<file path="config.mk">
export PLATFORM = sky130hd
export DESIGN_NAME = sar_logic
export DESIGN_NICKNAME = d
export VERILOG_FILES = /design/src/rtl/sar_logic.sv
export SDC_FILE = /design/constraint.sdc
export NUM_CORES = 1
export LEC_CHECK = 0
export CORE_MARGIN = 3
export CORE_UTILIZATION = 51
export DETAILED_ROUTE_END_ITERATION = 6
export PLACE_DENSITY = 0.9
export SETUP_SLACK_MARGIN = 0.05
export SYNTH_ARGS = -nofsm -noshare
export SYNTH_HDL_FRONTEND = slang
export SYNTH_SLANG_ARGS = --single-unit
</file>
<file path="constraint.sdc">
create_clock -name clk -period 2.08 [get_ports clk]
set_clock_uncertainty 0.15 [all_clocks]
set_input_delay 0.312 -clock clk [delete_from_list [all_inputs] [get_ports clk]]
set_output_delay 0.312 -clock clk [all_outputs]
set_load 0.05 [all_outputs]
</file>
<file path="src/rtl/sar_logic.sv">
// Successive-approximation controller: sample/hold sequencing, binary-search DAC trial codes, result capture.
// Optional macro SAR_OVERRUN_EN: a sample edge mid-conversion aborts it and raises a sticky overrun flag.
`timescale 1ns/1ps
module sar_logic #(
  parameter int N = 8
) (
  input  logic         clk,
  input  logic         rst_n,
  input  logic         sample_clk,
  input  logic         sar_clk,
  input  logic         comp_in,
  output logic         sample_en,
  output logic [N-1:0] dac_code,
  output logic         busy,
  output logic [N-1:0] data_out,
  output logic         data_valid
`ifdef SAR_OVERRUN_EN
  ,
  output logic         overrun
`endif
);
  localparam int IW = $clog2(N);

  typedef enum logic [1:0] {IDLE, SAMPLE, CONVERT} state_t;

  state_t          state, state_n;
  logic            sample_q, sar_q;
  logic            s_rise, t_rise;
  logic [IW-1:0]   bit_idx, idx_n;
  logic [N-1:0]    dac_n, dout_n;
  logic            sample_en_n, dv_n;
`ifdef SAR_OVERRUN_EN
  logic            ovr_n;
`endif

  // Edge-history flops reset high so a level already high at reset release is not an edge.
  assign s_rise = sample_clk & ~sample_q;
  assign t_rise = sar_clk & ~sar_q;

  always_comb begin
    state_n     = state;
    sample_en_n = sample_en;
    dac_n       = dac_code;
    idx_n       = bit_idx;
    dout_n      = data_out;
    dv_n        = 1'b0;
`ifdef SAR_OVERRUN_EN
    ovr_n       = overrun;
`endif
    case (state)
      IDLE: begin
        sample_en_n = 1'b0;
        if (s_rise) begin
          state_n     = SAMPLE;
          sample_en_n = 1'b1;
        end
      end
      SAMPLE: begin
        if (s_rise) begin
          sample_en_n = 1'b1;
        end else if (t_rise) begin
          sample_en_n = 1'b0;
          dac_n       = N'(1) << (N-1);
          idx_n       = IW'(N-1);
          state_n     = CONVERT;
        end
      end
      CONVERT: begin
`ifdef SAR_OVERRUN_EN
        if (s_rise) begin
          state_n     = SAMPLE;
          sample_en_n = 1'b1;
          ovr_n       = 1'b1;
        end else
`endif
        if (t_rise) begin
          dac_n[bit_idx] = comp_in;
          if (bit_idx != '0) begin
            dac_n[bit_idx - 1'b1] = 1'b1;
            idx_n                 = bit_idx - 1'b1;
          end else begin
            dout_n  = dac_n;
            dv_n    = 1'b1;
            state_n = IDLE;
`ifdef SAR_OVERRUN_EN
            ovr_n   = 1'b0;
`endif
          end
        end
      end
      default: state_n = IDLE;
    endcase
  end

  always_ff @(posedge clk or negedge rst_n) begin
    if (!rst_n) begin
      state      <= IDLE;
      sample_q   <= 1'b1;
      sar_q      <= 1'b1;
      sample_en  <= 1'b0;
      dac_code   <= '0;
      bit_idx    <= '0;
      busy       <= 1'b0;
      data_out   <= '0;
      data_valid <= 1'b0;
`ifdef SAR_OVERRUN_EN
      overrun    <= 1'b0;
`endif
    end else begin
      state      <= state_n;
      sample_q   <= sample_clk;
      sar_q      <= sar_clk;
      sample_en  <= sample_en_n;
      dac_code   <= dac_n;
      bit_idx    <= idx_n;
      busy       <= (state_n != IDLE);
      data_out   <= dout_n;
      data_valid <= dv_n;
`ifdef SAR_OVERRUN_EN
      overrun    <= ovr_n;
`endif
    end
  end
endmodule

</file>
==> flow_metrics.tcl <==
set metrics [dict create \
    status "finished clean" \
    crit_path_top_delay_cell "clkdlybuf4s50_1" \
    ir_drop_mv 1.06 \
    async_flop_share 1.00 \
    cts_tree "built" \
    num-fill-cells 179 \
    synthToLayoutAreaGrowth_pct 23.7 \
    clk_path_buf_depth 2 \
    whs_ps 185 \
    worst_skew_pair.late_latency_ps 320 \
    p_sw_uw 726 \
    setup_viol 0 \
    hold_viol 0 \
    critical_path.max_fanout 2 \
    nNetsFinal 158 \
    pin_count 24 \
    htreeDepth 1 \
    max_cap_viol_count 0 \
    hold_path_class "primary input to asynchronous set/reset pin" \
    slew_viol_final 0 \
    vias 1037 \
    dpl.hpwl_um 2080 \
    endpoint_kind "primary output" \
    synth_cell_types 35 \
    synth_edf_count 0 \
    critPathBufInv 1 \
    die_area_mm2 0.00325 \
    avgSynthCellArea_um2 10.5 \
    fmax_mhz 506 \
    antenna_cells 0 \
    synth_warnings 0 \
    synthCells 126 \
    drc_errors 0 \
    rows 17 \
    leakage_uw 0.000893 \
    grt_pass1_wl_um 4720 \
    critPathKind "register to primary output" \
    grt_pass1_vias 1021 \
    portBuffers 23 \
    clkSinkCount 26 \
    ys_seq_area_frac 0.493 \
    worstPathRequired_ps 1620 \
    finalPower_uw 1740 \
    synth_seq_cells 26 \
    ctsHoldBuffers 0 \
    synth-main-ff-cell "dfrtp_1" \
    clk_pin_slew_ps 130 \
    drive_above_1_share 0.107 \
    numCtsBuffers 3 \
    clock_power_share 0.146 \
    power_density_mw_per_mm2 1060 \
    max_slew_margin 0.658 \
    timing.final.crit_share 0.950 \
    drt_iter0_drc 24 \
    cp-startpoint "data_out[2]" \
    die_w_um 57.0 \
    core_area_mm2 0.00234 \
    grt_remaining_overflow 0 \
    crit_path_cell_trace "clkdlybuf4s50_1" \
    clockRootBuffer "clkbuf_4" \
    grt_max_degree 27 \
    tns_ps 0 \
    syn_area_mm2 0.00133 \
    cp_slowest_stage_delay_ps 800 \
    start_util 0.566 \
    wl_per_cell_um 16.1 \
    start_kind "register" \
    antenna_left 0 \
    antenna_found_initial 0 \
    grt_usage 0.187 \
    critical_path_arrival_ps 1510 \
    routed_via_density 5.83 \
    first_pass_iters 4 \
    routed_wl_um 2860 \
    path_delay_family "buffers and inverters" \
    cellInternalPower_uw 1010 \
    r2r_start "bit_idx[0]" \
    period_needed_ps 1980 \
    die-height_um 57.0 \
    synth_nets 133 \
    swShare 0.418 \
    rsz0062_at_grt "false" \
    tightest_slew_ps 513 \
    globalplace.congestion 0.897 \
    seqPwrFrac 0.404 \
    combPwrFrac 0.450 \
]
[flip-flops by register name, indices dropped and copies added (netlist names)]
signal,count
sample_en,1
busy,1
sample_q,1
bit_idx,3
data_valid,1
dac_code,8
sar_q,1
data_out,8
state,2
[per-stage QoR]
step	setup WS [ps]	instances	area (µm²)	utilization
3_5_place_dp	109	174	1570	0.672
5_1_grt	52.8	178	1640	0.701
6_report	104	178	1640	0.701
3_3_place_gp	191	174	1570	0.672
2_1_floorplan	316	126	1330	-
4_1_cts	52.9	178	1610	0.688
[cell usage after synthesis, drive strengths merged, types with 3 or more instances]
library cell | n | area share
dfrtp | 24 | 0.45
inv | 4 | 0.011
a221o | 5 | 0.038
nor3 | 3 | 0.015
nand3b | 3 | 0.017
mux2i | 9 | 0.068
nand2 | 3 | 0.0085
a2bb2oi | 3 | 0.020
buf | 7 | 0.039
nand2b | 5 | 0.029
nor3b | 4 | 0.026
nor2 | 20 | 0.062
a21oi | 13 | 0.049
[cells by family after synthesis]
kind of cell	Yosys count	synth area share
AND/OR/NAND/NOR	45	0.200
AO/OA/AOI/OAI	32	0.167
multiplexers	9	0.0680
adder cells (fa/ha/maj)	2	0.0189
flip-flops	26	0.493
buffers and inverters	12	0.0529
[layer usage]
| layer | track usage | up-vias | wire (µm) |
|---|---|---|---|
| met5 | 0 | - | 0 |
| met4 | 0.0795 | 0 | 47 |
| met3 | 0.0317 | 4 | 163 |
| met2 | 0.305 | 39 | 1440 |
| met1 | 0.247 | 495 | 1210 |
| li1 | - | 499 | - |
[power by group through the flow]
stage	Combinational [µW]	Clock, µW	Sequential (µW)
after floorplan	363	0	895
final	781	253	701
after detailed placement	780	0	712
after global placement	762	0	701
after CTS	786	260	701
after global routing	826	283	717
[layout by cell type, fill, tap and decap left out, drive strengths merged]
| cell type | instances |
|---|---|
| inv | 4 |
| nor2 | 20 |
| mux2i | 9 |
| buf | 5 |
| nand2b | 5 |
| a21o | 2 |
| nand3b | 3 |
| nor4b | 1 |
| dfrtp | 24 |
| o2bb2ai | 2 |
| ha | 2 |
| o22ai | 1 |
| nor2b | 2 |
| nor3b | 4 |
| o21ai | 2 |
| clkdlybuf4s50 | 11 |
| a21oi | 13 |
| o21bai | 1 |
| dlymetal6s2s | 12 |
| o221ai | 1 |
| nand4bb | 1 |
| a21boi | 1 |
| a221o | 5 |
| dfstp | 2 |
| nor3 | 3 |
| nand3 | 1 |
| clkbuf | 4 |
| a2bb2oi | 3 |
| and3 | 2 |
| nand2 | 3 |
| a211oi | 1 |
[worst paths after layout]
kind | to | slack, ps | depth (start not counted)
min in group clk | sample_q | 260 | 1
worst max-delay path | data_out[2] | 100 | 1
worst max register to register | data_out[2] | 230 | 6
worst min-delay path | dac_code[2] | 180 | 2
worst min register to register | sample_en | 390 | 2
max in group asynchronous | sample_q | 1300 | 2
[final cells by class]
class	count	area, µm²	area share
Multi-Input combinational cell	88	602	0.367
Sequential cell	26	653	0.398
Tap cell	28	35.0	0.0214
Timing Repair Buffer	28	298	0.182
Inverter	4	15.0	0.00916
Clock buffer	4	36.3	0.0221
[what timing repair did]
item,CTS,global route
resized for setup,0,12
buffers inserted,0,0
setup endpoints to repair,0,12
No activity file was read; power rests on OpenSTA's default activity.
